**config.mk**
```make
export PLATFORM = sky130hd
export DESIGN_NAME = sseg_scan_ctrl
export DESIGN_NICKNAME = d
export VERILOG_FILES = /design/src/rtl/sseg_scan_ctrl.sv
export SDC_FILE = /design/constraint.sdc
export NUM_CORES = 1
export LEC_CHECK = 0
export CAP_MARGIN = 10
export CORE_ASPECT_RATIO = 0.8
export CORE_MARGIN = 3
export CORE_UTILIZATION = 58
export CTS_CLUSTER_DIAMETER = 80
export DETAILED_ROUTE_END_ITERATION = 12
export PLACE_DENSITY = 0.87
export SLEW_MARGIN = 20
export SYNTH_ARGS = -nofsm -noshare
export SYNTH_HDL_FRONTEND = slang
export SYNTH_SLANG_ARGS = --single-unit
```
**constraint.sdc**
```tcl
create_clock -name clk -period 6.7 [get_ports clk]
set_clock_uncertainty 0.05 [all_clocks]
set_input_delay 1.005 -clock clk [delete_from_list [all_inputs] [get_ports clk]]
set_output_delay 1.005 -clock clk [all_outputs]
set_load 0.1 [all_outputs]
```
**src/rtl/sseg_scan_ctrl.sv**
```systemverilog
// sseg_scan_ctrl
//   Scan controller for an eight-digit seven-segment display. A 32-bit hex
//   value plus per-digit enable and decimal-point masks are loaded into a
//   staging buffer. The buffer is committed to the display registers only at
//   a frame boundary, so a scan never shows a half-updated value.
//   All eight segment bytes are presented in parallel. The external driver
//   picks one of them using idx.
//
// Parameters
//   TICK_DIV  clocks per digit slot (>= 2)
//
// Ports
//   clk        system clock
//   rst        asynchronous reset, active high
//   value      nibble k is shown on digit k
//   dp_mask    bit k lights the decimal point of digit k
//   digit_en   bit k = 0 blanks digit k completely
//   lz_blank   1 = suppress leading zeros
//   load       strobe; samples value/dp_mask/digit_en/lz_blank into staging
//   pend       staging holds data not yet committed
//   idx        current digit 0..7 (bit 3 always 0)
//   frame      one-cycle pulse on the commit/wrap cycle
//   seg0..seg7 active-high segment bytes {A,B,C,D,E,F,G,DP}
module sseg_scan_ctrl #(
  parameter int unsigned TICK_DIV = 100000
) (
  input  logic        clk,
  input  logic        rst,
  input  logic [31:0] value,
  input  logic [7:0]  dp_mask,
  input  logic [7:0]  digit_en,
  input  logic        lz_blank,
  input  logic        load,
  output logic        pend,
  output logic [3:0]  idx,
  output logic        frame,
  output logic [7:0]  seg0,
  output logic [7:0]  seg1,
  output logic [7:0]  seg2,
  output logic [7:0]  seg3,
  output logic [7:0]  seg4,
  output logic [7:0]  seg5,
  output logic [7:0]  seg6,
  output logic [7:0]  seg7
);

  localparam int unsigned CW = $clog2(TICK_DIV);
  localparam logic [CW-1:0] CNT_MAX = CW'(TICK_DIV - 1);

  logic [CW-1:0] cnt;
  logic [2:0]    idx_q;
  logic          tick;

  logic [31:0] stg_value;
  logic [7:0]  stg_dp;
  logic [7:0]  stg_en;
  logic        stg_lz;

  logic [31:0] disp_value;
  logic [7:0]  disp_dp;
  logic [7:0]  disp_en;
  logic        disp_lz;

  logic [7:0]  seg_arr [8];
  logic [7:0]  seg_tmp;
  logic [3:0]  nib;
  logic [2:0]  k;
  logic        zero_run;

  assign tick  = (cnt == CNT_MAX);
  assign frame = tick && (idx_q == 3'd7);
  assign idx   = {1'b0, idx_q};

  function automatic logic [7:0] enc(input logic [3:0] n);
    logic [7:0] s;
    unique case (n)
      4'h0: s = 8'hFC;
      4'h1: s = 8'h60;
      4'h2: s = 8'hDA;
      4'h3: s = 8'hF2;
      4'h4: s = 8'h66;
      4'h5: s = 8'hB6;
      4'h6: s = 8'hBE;
      4'h7: s = 8'hE0;
      4'h8: s = 8'hFE;
      4'h9: s = 8'hF6;
      4'hA: s = 8'hEE;
      4'hB: s = 8'h3E;
      4'hC: s = 8'h9C;
      4'hD: s = 8'h7A;
      4'hE: s = 8'h9E;
      default: s = 8'h8E;
    endcase
    return s;
  endfunction

  always_ff @(posedge clk or posedge rst) begin
    if (rst) begin
      cnt        <= '0;
      idx_q      <= '0;
      pend       <= 1'b0;
      stg_value  <= '0;
      stg_dp     <= '0;
      stg_en     <= '0;
      stg_lz     <= 1'b0;
      disp_value <= '0;
      disp_dp    <= '0;
      disp_en    <= '0;
      disp_lz    <= 1'b0;
    end else begin
      if (tick) begin
        cnt   <= '0;
        idx_q <= idx_q + 3'd1;
      end else begin
        cnt <= cnt + CW'(1);
      end

      // Commit reads the pre-edge staging, so a load landing on the same
      // edge is kept for the following frame rather than being lost.
      if (frame && pend) begin
        disp_value <= stg_value;
        disp_dp    <= stg_dp;
        disp_en    <= stg_en;
        disp_lz    <= stg_lz;
      end

      if (load) begin
        stg_value <= value;
        stg_dp    <= dp_mask;
        stg_en    <= digit_en;
        stg_lz    <= lz_blank;
        pend      <= 1'b1;
      end else if (frame) begin
        pend <= 1'b0;
      end
    end
  end

  // Walk from digit 7 down so zero_run says "this digit and all above are 0".
  always_comb begin
    for (int unsigned i = 0; i < 8; i++) seg_arr[i] = '0;
    zero_run = 1'b1;
    seg_tmp  = '0;
    nib      = '0;
    k        = '0;
    for (int unsigned i = 0; i < 8; i++) begin
      k        = 3'(7 - i);
      nib      = disp_value[4*k +: 4];
      zero_run = zero_run & (nib == 4'h0);
      seg_tmp  = enc(nib);
      if (disp_lz && zero_run && (k != 3'd0)) seg_tmp[7:1] = '0;
      seg_tmp[0] = seg_tmp[0] | disp_dp[k];
      if (!disp_en[k]) seg_tmp = '0;
      seg_arr[k] = seg_tmp;
    end
  end

  assign seg0 = seg_arr[0];
  assign seg1 = seg_arr[1];
  assign seg2 = seg_arr[2];
  assign seg3 = seg_arr[3];
  assign seg4 = seg_arr[4];
  assign seg5 = seg_arr[5];
  assign seg6 = seg_arr[6];
  assign seg7 = seg_arr[7];

endmodule
```
======== Word level (Yosys, flattened, before mapping) ========
Memories as Yosys holds them, arrays and structs flattened.
Index checks and enable logic that the tools add are counted.
cells by class
  add/sub/neg operators ................... 2
  $mul .................................... 0
  divide/modulo/power cells ............... 0
  order comparisons ....................... 0
  equality and inequality tests ........... 2
  shift-type cells ........................ 0
  multiplexer cells ....................... 18
  bitwise logic cells ..................... 14
  reduce and logical (&&, ||, !) cells .... 17
operators by type and width
  operator                                                          count
  8-bit two-way mux                                                 8
  7-bit two-way mux                                                 7
  4-bit logical NOT                                                 7
  17-bit by 1-bit adder with 17-bit output (second input constant)  1
  17-bit equality test (second input constant)                      1
  17-bit two-way mux                                                1
  1-bit logical AND                                                 9
  1-bit bitwise OR (first input constant)                           8
  1-bit bitwise AND                                                 6
  3-bit by 1-bit adder with 3-bit output (second input constant)    1
  3-bit equality test (second input constant)                       1
  1-bit two-way mux                                                 2
  2-bit nonzero test                                                1
word-level totals
  bits in registers ....................... 119
  bits in latches ......................... 0
  memory bits (writable) .................. 0
  ROM bits ................................ 896
  input bits .............................. 52
  output and inout bits ................... 70
  word-level logic and storage cells ...... 72
  memories ................................ 8
memories
  name              words  width  rd ports  clocked after memory_dff  write ports  RTL line  source
  (name not given)  16     7      1         0                         0            76        unique case (n)
  (name not given)  16     7      1         0                         0            76
  (name not given)  16     7      1         0                         0            76
  (name not given)  16     7      1         0                         0            76
  (name not given)  16     7      1         0                         0            76
  (name not given)  16     7      1         0                         0            76
  2 more memories   -      -      -         -                         -            -

======== Longest topological paths before layout ========
Gate-level depths: netlist of the first run.
  depth after elaboration ................. 10
  depth in mapped cells ................... 8
  gate-level depth less buffers ........... 6

======== Worst setup path before layout of the first run ========
No wires, ideal clock.
  kind .................................... register to output
  from .................................... register cnt[11]
  to ...................................... output port frame
  arrival time ............................ 4,469 ps
  data required time ...................... 5,645 ps
  path slack .............................. 1,176 ps
  stages on the path, launching flop included .. 4
  buffers on the path ..................... 0
  cell sequence ........................... dfrtp_1 -> or4_4 -> or4b_2 -> nor4_1
between the ends
  longest elaborated chain between the ends .. 2
RTL lines
  what                    RTL line  source
  start, declared         50        logic [CW-1:0] cnt;
  start signal, assigned  115       cnt <= cnt + CW'(1);
  17-bit equality test    70        assign tick = (cnt == CNT_MAX);
  1-bit logical AND       71        assign frame = tick && (idx_q == 3'd7);
  end, declared           36        output logic frame,
No other way between the ends.

======== Final worst setup path of the first run ========
  from .................................... register disp_value[29]
  to ...................................... output port seg3[3]
between the ends
  longest elaborated chain between the ends .. 8
RTL lines
  what                            RTL line  source
  start, declared                 59        logic [31:0] disp_value;
  start signal, assigned          121       disp_value <= stg_value;
  4-bit logical NOT               149       zero_run = zero_run & (nib == 4'h0);
  1-bit bitwise AND (4 in a row)  149
  1-bit logical AND               151       if (disp_lz && zero_run && (k != 3'd0)) seg_tmp[7:1] = '0;
  7-bit two-way mux               151
  8-bit two-way mux               153       if (!disp_en[k]) seg_tmp = '0;
  end, declared                   40        output logic [7:0] seg3,
No other way between the ends.

==> flow_summary.yaml, run 1 <==
outcome:
  status: "finished, final reports clean"
synth:
  syn_inst: 608
  synthTopCellsByCount: "dfrtp_1, mux2_2, nor2_1, ha_1, nand2_1"
  synthTopCellsByArea: "dfrtp_1, mux2_2, ha_1"
  post_synth_num_cell_types: 55
  yosysMostFrequentCell: "dfrtp_1"
  ys_async_sr_fraction_pct: 100
  ys_seq_area_share_pct: 43.6
  synth_top_area_cell: "dfrtp_1"
  synth-seq-cells: 119
  synth_edf_count: 0
  ys.flop_type: "dfrtp_1"
  syn_avg_cell_area_um2: 11.2
  syn_nets: 703
  synth_warnings: 0
  netlist.area_leader.share_pct: 43.6
  syn_area_um2: 6820
final_layout:
  diodes: 0
  multi_input_area_um2: 3560
  nets: 813
  area_delta_synth_final_pct: 27.3
  seq_area_um2: 2980
  drive_gt1_share_pct: 21.1
  fillerInstances: 711
clock_tree:
  cts_made_buffers: 17
  h-tree-depth: 4
  post_cts_buffers: 0
  cts_buffer_depth: 2
  cts.reportedPaths.clkPinSlew_ps: 50
  clk_latency_ps: 410
  cts.sink_count: 119
  cts_tree: "done"
  ctsHoldBuffers: 0
  cts-resized-gates: 0
  ctsRootBufferMaster: "clkbuf_16"
critical_path:
  crit_start: "disp_value[29]"
  crit_slowest_cell: "clkdlybuf4s50_1"
  start_kind: "flop"
  cp_top_family: "buffers and inverters"
  crit_arrival_ps: 4170
  cp_slowest_stage_delay_ps: 1030
  reg2reg_to: "disp_dp[4]"
  timing.rr.start: "cnt[0]"
  crit_type: "flop to primary output"
  cp_cell_sequence: "inv_1 -> ha_1 -> nor4bb_1 -> nand4_1 -> o31ai_1 -> a221oi_1 -> clkdlybuf4s50_1"
  ff2ff_path_depth: 6
  cp.required_ps: 5640
  cp-end-kind: "primary output"
  crit_buf_inv: 2
  crit_path_max_fanout: 7
  regToRegSetupSlack_ps: 3460
sta:
  fin_crit_sh_pct: 78.0
  fmax_mhz: 191
  worst_slew_pin_slew_ps: 995
  rsz0062_at_grt: "no"
  finalSetupViolCount: 0
  fin_setup_tns_ps: 0
  fin_crit_ps: 5230
  drv_slew: 0
  hold_viol_final: 0
  slew_headroom_pct: 33.4
  layout_setup_ws_ps: 1470
floorplan:
  die_y_um: 103
  die_w_um: 127
  io_pins: 122
  fp-row-count: 34
  initial_utilization_pct: 61.0
  core_um2: 11200
  die_area_um2: 13100
global_routing:
  antenna_found_initial: 0
  grt_pass1_vias: 5229
  grt_pass1_wl_mm: 25.8
  grt-ovfl-total: 0
  grt_usage_pct: 25.0
  grt_max_degree: 68
placement:
  gp_congestion: 0.922
  pre_cts_ws_ps: 1960
  numPortBuffers: 120
  dp_hpwl_mm: 10.7
worst_hold_path:
  min_path_type: "flop to flop"
  min_to: "cnt[0]"
  hp-start: "cnt[0]"
  min_path_cells: 1
run:
  cap_viol_max_count: 0
power_and_ir_drop:
  powerDensity_nw_per_um2: 210
  p_leak_uw: 0.00378
  ir_worst_vdd_mv: 0.195
route:
  drt_first_pass_iters: 6
  drcViolationCount: 0
  drtIter0Drc: 510
  final_antenna_net_count: 0
  routed-via-count: 5187
  wl_per_cell_um: 18.3
  viasPerCell: 5.93
  wl_mm: 16.0
flip-flops by register name, indices dropped and copies added, names as in the netlist:
register	flops
cnt	17
disp_dp	8
disp_en	8
stg_value	32
disp_value	32
pend	1
stg_lz	1
disp_lz	1
stg_dp	8
stg_en	8
idx_q	3
layout make-up:
class,instances,area share (%)
clock inverters,8,1.64
repair buffers,123,14.0
clock buffers,24,5.66
multi-input cells,426,41.0
inverters,31,1.37
well taps,144,2.07
flip-flops and latches,119,34.3
worst register-to-register path: cells and delay by family, from the launching register on:
kind	cells	cell delay, ps
AND/OR/NAND/NOR	3	1490
buffers and inverters	1	530
multiplexers	1	440
flip-flops	1	380
adder cells (fa/ha/maj)	1	240
stage by stage:
step | instances | instance area (um^2) | util (%) | hold slack (ps) | total power, uW
final | 875 | 8690 | 77.7 | 440 | 1830
after global routing | 875 | 8690 | 77.7 | 467 | 1880
after CTS | 875 | 8690 | 77.7 | 445 | 1840
after detailed placement | 843 | 8050 | 72.0 | 437 | 866
after global placement | 843 | 8050 | 72.0 | 421 | 861
after floorplan | 608 | 6820 | - | 405 | 820
cells in the final DEF (no fill, tap or decap), types with 8 or more instances in the layout:
master           count
nand2b_1            10
inv_1               30
clkdlybuf4s50_1    119
and2_1               8
clkbuf_16           17
o21ai_0             16
xnor2_1              8
mux2_2              92
ha_1                43
a221oi_1            10
mux2_4              10
a211oi_1            12
nand2_1             34
nand3_1              9
nor2b_1             12
mux2i_1             14
nor3_1               9
a21oi_1             11
dfrtp_1            119
nor2_1              54
cell families after synthesis:
logic type	after synthesis	synth area share [%]
AND/OR/NAND/NOR	168	12.7
multiplexers	122	21.4
flip-flops	119	43.6
AO/OA/AOI/OAI	78	8.23
buffers and inverters	63	4.22
adder cells (fa/ha/maj)	43	7.89
XOR/XNOR	14	1.80
other	1	0.0550
where the power goes:
group	internal [uW]	switching, uW
logic	53.0	36.2
registers	749	16.4
clock network	660	313
how the worst max path moves through the flow:
stage	end	slack, ps	cells past startpoint
finish	seg3[3]	1470	7
global route	seg3[3]	1260	7
CTS	seg3[3]	1450	7
detailed placement	seg3[3]	1960	7
global placement	seg3[6]	2160	7
floorplan	frame	1180	3
routing by layer:
metal | part of all wire, % | track usage, %
met5 | 0 | 0
met3 | 6.2 | 6.53
met1 | 42 | 30.8
met4 | 1.3 | 7.17
met2 | 51 | 43.8
No activity file was read; power rests on OpenSTA's default activity.
==> run 2, diff against run 1 <==
--- a/config.mk
+++ b/config.mk
@@ -8,10 +8,10 @@
 export CAP_MARGIN = 10
 export CORE_ASPECT_RATIO = 0.8
 export CORE_MARGIN = 3
-export CORE_UTILIZATION = 58
+export CORE_UTILIZATION = 48
 export CTS_CLUSTER_DIAMETER = 80
 export DETAILED_ROUTE_END_ITERATION = 12
-export PLACE_DENSITY = 0.87
+export PLACE_DENSITY = 0.77
 export SLEW_MARGIN = 20
 export SYNTH_ARGS = -nofsm -noshare
 export SYNTH_HDL_FRONTEND = slang
==> constraint.sdc (replaced) <==
create_clock -name clk -period 4.4 [get_ports clk]
set_clock_uncertainty 0.05 [all_clocks]
set_input_delay 0.66 -clock clk [delete_from_list [all_inputs] [get_ports clk]]
set_output_delay 0.66 -clock clk [all_outputs]
set_load 0.1 [all_outputs]
==> run 2 against run 1 <==
- die area increased by 20%
- flip-flop and latch count unchanged
- worst setup slack got worse by 1100 ps
- non-clock buffer count increased by 2
- via count decreased by 2.9%
- first-iteration DRC count decreased by 45%
- worst hold slack improved by 8.3 ps
- global-route usage decreased by 5.7 points
- sequential share of layout area increased by 0.41 points
- largest cell class unchanged
==> flow_summary.yaml, run 2 (same netlist as run 1, synthesis figures left out) <==
clock_tree:
  h-tree-depth: 4
  clk_latency_ps: 410
  cts_buffer_depth: 2
  cts.sink_count: 119
  cts.reportedPaths.clkPinSlew_ps: 50
  cts-resized-gates: 0
  cts_tree: "done"
  cts_made_buffers: 17
  ctsRootBufferMaster: "clkbuf_16"
  post_cts_buffers: 0
  ctsHoldBuffers: 0
power_and_ir_drop:
  ir_worst_vdd_mv: 0.270
  p_total_uw: 2600
  powerDensity_nw_per_um2: 302
  p_leak_uw: 0.00384
sta:
  fin_crit_ps: 4070
  layout_setup_ws_ps: 327
  hold_viol_final: 0
  finalSetupViolCount: 0
  drv_slew: 0
  fin_setup_tns_ps: 0
  slew_headroom_pct: 32.9
  fmax_mhz: 245
  fin_crit_sh_pct: 92.6
  hold_ws_ps: 448
  worst_slew_pin_slew_ps: 1000
  rsz0062_at_grt: "no"
placement:
  dp_hpwl_mm: 10.7
  numPortBuffers: 120
  gp_congestion: 0.931
  pre_cts_ws_ps: 803
  placed_cell_area_um2: 8030
final_layout:
  final_common_cell: "dfrtp_1"
  nets: 815
  final_cell_mix: "dfrtp_1, mux2_2, clkdlybuf4s50_1"
  final_area_um2: 8590
  drive_gt1_share_pct: 27.4
  area_delta_synth_final_pct: 25.8
  diodes: 0
  fillerInstances: 1084
  top_regs: "disp_value x32, stg_value x32, cnt x17"
worst_hold_path:
  min_to: "stg_value[26]"
  min_path_cells: 1
  hp-start: "stg_value[26]"
  min_path_type: "flop to flop"
route:
  wl_mm: 14.7
  wl_per_cell_um: 16.1
  final_antenna_net_count: 0
  drcViolationCount: 0
  drt_first_pass_iters: 5
  viasPerCell: 5.52
  routed-via-count: 5036
  drtIter0Drc: 280
critical_path:
  cp-end-kind: "primary output"
  cp_cell_sequence: "inv_1 -> ha_1 -> nor4bb_1 -> nand4_1 -> o41ai_2 -> nor2_1 -> buf_4"
  crit_path_max_fanout: 6
  cp.required_ps: 3690
  reg2reg_to: "disp_en[6]"
  ff2ff_path_depth: 6
  timing.rr.start: "cnt[0]"
  start_kind: "flop"
  regToRegSetupSlack_ps: 1290
  crit_arrival_ps: 3360
  cp_slowest_stage_delay_ps: 700
  crit_slowest_cell: "o41ai_2"
  crit_type: "flop to primary output"
global_routing:
  grt_pass1_vias: 4981
  grt_usage_pct: 19.2
  grt-ovfl-total: 0
  grt_max_degree: 69
  grt_pass1_wl_mm: 24.7
  antenna_found_initial: 0
floorplan:
  core_um2: 13700
  initial_utilization_pct: 49.7
  die_w_um: 139
  die_area_um2: 15700
  io_pins: 122
  fp-row-count: 38
  die_y_um: 113
outcome:
  status: "finished, final reports clean"
run:
  cap_viol_max_count: 0
-- run 2: cell types whose count changed in the layout (fill, tap and decap cells not counted) --
cell | previous run | this run
clkinv_4 | 0 | 1
clkbuf_8 | 4 | 2
nor4_1 | 3 | 2
bufinv_16 | 4 | 1
clkbuf_1 | 3 | 2
buf_4 | 3 | 47
clkdlybuf4s50_1 | 119 | 76
nor4_2 | 0 | 1
buf_12 | 0 | 1
inv_6 | 0 | 1
clkinvlp_4 | 1 | 5
-- run 2: power breakdown --
group          switching [uW]  leakage [uW]  internal [uW]  total (uW)
registers                21.8       0.00153           1140        1160
logic                    54.2       0.00204           81.2         135
clock network             494      0.000261            804        1300
total                     570       0.00384           2030        2600
-- run 2: area by class of cell --
cell class,count,area (um^2),share of cell area [%]
sequential,119,2980,34.7
multi-input combinational,426,3560,41.5
clock buffer,21,460,5.36
tap,180,225,2.62
timing repair buffer,125,1140,13.3
inverter,31,119,1.38
clock inverter,11,100,1.17
-- run 2: worst max-delay path, delay by kind of cell (launching register included) --
family                     cells  cell delay (ps)
and+or+nand+nor                3             1230
AOI/OAI and AO/OA              1              700
buffers and inverters          2              400
DFF                            1              430
adders and majority gates      1              190
-- run 2: worst max-delay path by stage --
stage	start	to	slack, ps
2_1_floorplan	disp_value[28]	seg3[1]	90
3_3_place_gp	disp_value[29]	seg1[5]	1010
3_5_place_dp	disp_value[28]	seg1[7]	800
4_1_cts	disp_value[28]	seg1[7]	340
5_1_grt	disp_value[28]	seg1[7]	60
6_report	disp_value[28]	seg1[7]	330
-- run 2: through the flow --
step / utilization (%) / std cells
finish: 62.5 / 913
global route: 62.5 / 913
CTS: 62.5 / 913
detailed placement: 58.4 / 881
global placement: 58.4 / 881
floorplan: - / 608
-- run 2: layer usage --
layer | vias to the layer above | wire (um) | GRT usage, %
li1 | 2393 | - | -
met1 | 2468 | 6710 | 26.3
met2 | 153 | 6970 | 30.4
met3 | 22 | 784 | 4.68
met4 | 0 | 228 | 6.19
met5 | - | 0 | 0
==> RTL change: new RTL, flow settings as in run 2 <==
Set the parameter `TICK_DIV` to 50000 (it was 100000).
--- a/src/rtl/sseg_scan_ctrl.sv
+++ b/src/rtl/sseg_scan_ctrl.sv
@@ -24,3 +24,3 @@
 module sseg_scan_ctrl #(
-  parameter int unsigned TICK_DIV = 100000
+  parameter int unsigned TICK_DIV = 50000
 ) (
Function: no difference found for any inputs over 10 cycles, from zero or initial values and one cycle with rst high; that may be too few to reach the edited logic, so the function may still have changed.
==> RTL change against run 2 <==
Hold slack worse by 0.021 ns; synthesized cell count is 1.3% lower; critical endpoint is now seg1[5]; global-route usage is 0.57 points higher; power is 3.5% higher; worst setup slack better by 0.39 ns; cell area is 0.98% lower; sequential cell count is 1 lower; wire length is 1.5% higher; synthesized area is 1.6% lower.
==> RTL change: results (changes against run 2) <==
* First-pass GRT wire length at 25,400 µm (+2.8%)
* Routed via count at 4,908 (-2.5%)
* Run status: complete, no violations
* Net count after synthesis at 695 (-1.1%)
* Wire length per cell at 16.6 µm (+3.1%)
* Grt met1 use at 0.273 (+0.0103)
* Placed inst area at 7890 µm² (-1.6%)
* Post-synthesis area per instance at 11.2 µm² (-0.28%)
* Gpl congestion at 0.904 (-2.8%)
* Number of placed instances with taps included at 867 (-1.6%)
* Ranking of synthesized cells by instance count: sky130_fd_sc_hd__dfrtp_1, sky130_fd_sc_hd__mux2_2, sky130_fd_sc_hd__nor2_1, sky130_fd_sc_hd__ha_1, sky130_fd_sc_hd__nand2_1
* Fraction of power spent switching nets at 0.209 (-0.0109)
* Met1 wire length at 6910 µm (+3.0%)
* Met3 routing resource usage after global routing at 0.0481 (+0.00124)
* Main area contributors after synthesis: sky130_fd_sc_hd__dfrtp_1, sky130_fd_sc_hd__mux2_2, sky130_fd_sc_hd__ha_1, sky130_fd_sc_hd__nor2_1, sky130_fd_sc_hd__mux4_2
* Cell family with most CP delay: compound AO/OA/AOI/OAI gates
* Share of total power in the clock network at 0.521 (+0.021)
* Number of global-route vias before repair at 5,055 (+1.5%)
* Reg2reg path depth at 5 (-1)
* Share of synthesized cell area in full adder, half adder and majority cells at 0.0801 (+0.00128)
* Count of different cell masters after synthesis at 53 (-3.6%)
* Peak ir drop on the vdd network at 266 µV (-1.3%)
* Total routing usage reported by global routing at 0.198 (+0.00568)
* Cell leakage power at 3.87 nW (+0.90%)
* Half-perimeter wire length after detailed placement at 10,600 µm (-0.83%)
* Starting DRC count in detailed routing at 315 (+13%)
* Register area share after synthesis at 0.440 (+0.00335)
* Data arrival at the endpoint of the critical path at 2.98 ns (-0.38 ns)
* Max_slew headroom at 0.335 (+0.00542)
* Worst-case setup slack after placement at 1.17 ns (+0.364 ns)
* Met3 routed WL at 685 µm (-13%)
* GRT met2 Usage at 0.317 (+0.0134)
-- RTL change: layout make-up --
class	count	area, µm²
repair buffers	125	1120
fillers	1039	4740
clock inverters	13	155
well taps	175	219
flip-flops and latches	118	2950
clock buffers	19	453
multi-input cells	417	3480
inverters	32	123
-- RTL change: final timing paths --
| path | to | slack (ns) | from |
|---|---|---|---|
| max in group asynchronous | stg_value[23]$_DFFE_PP0P_ | 2.63 | rst |
| hold / removal | disp_value[18]$_DFFE_PP0P_ | 0.43 | stg_value[18]$_DFFE_PP0P_ |
| hold reg to reg | disp_value[18]$_DFFE_PP0P_ | 0.43 | stg_value[18]$_DFFE_PP0P_ |
| setup reg to reg | disp_value[12]$_DFFE_PP0P_ | 1.67 | cnt[7]$_DFF_PP0_ |
| min in group asynchronous | stg_value[31]$_DFFE_PP0P_ | 0.74 | rst |
| setup / recovery | seg1[5] | 0.71 | disp_value[25]$_DFFE_PP0P_ |
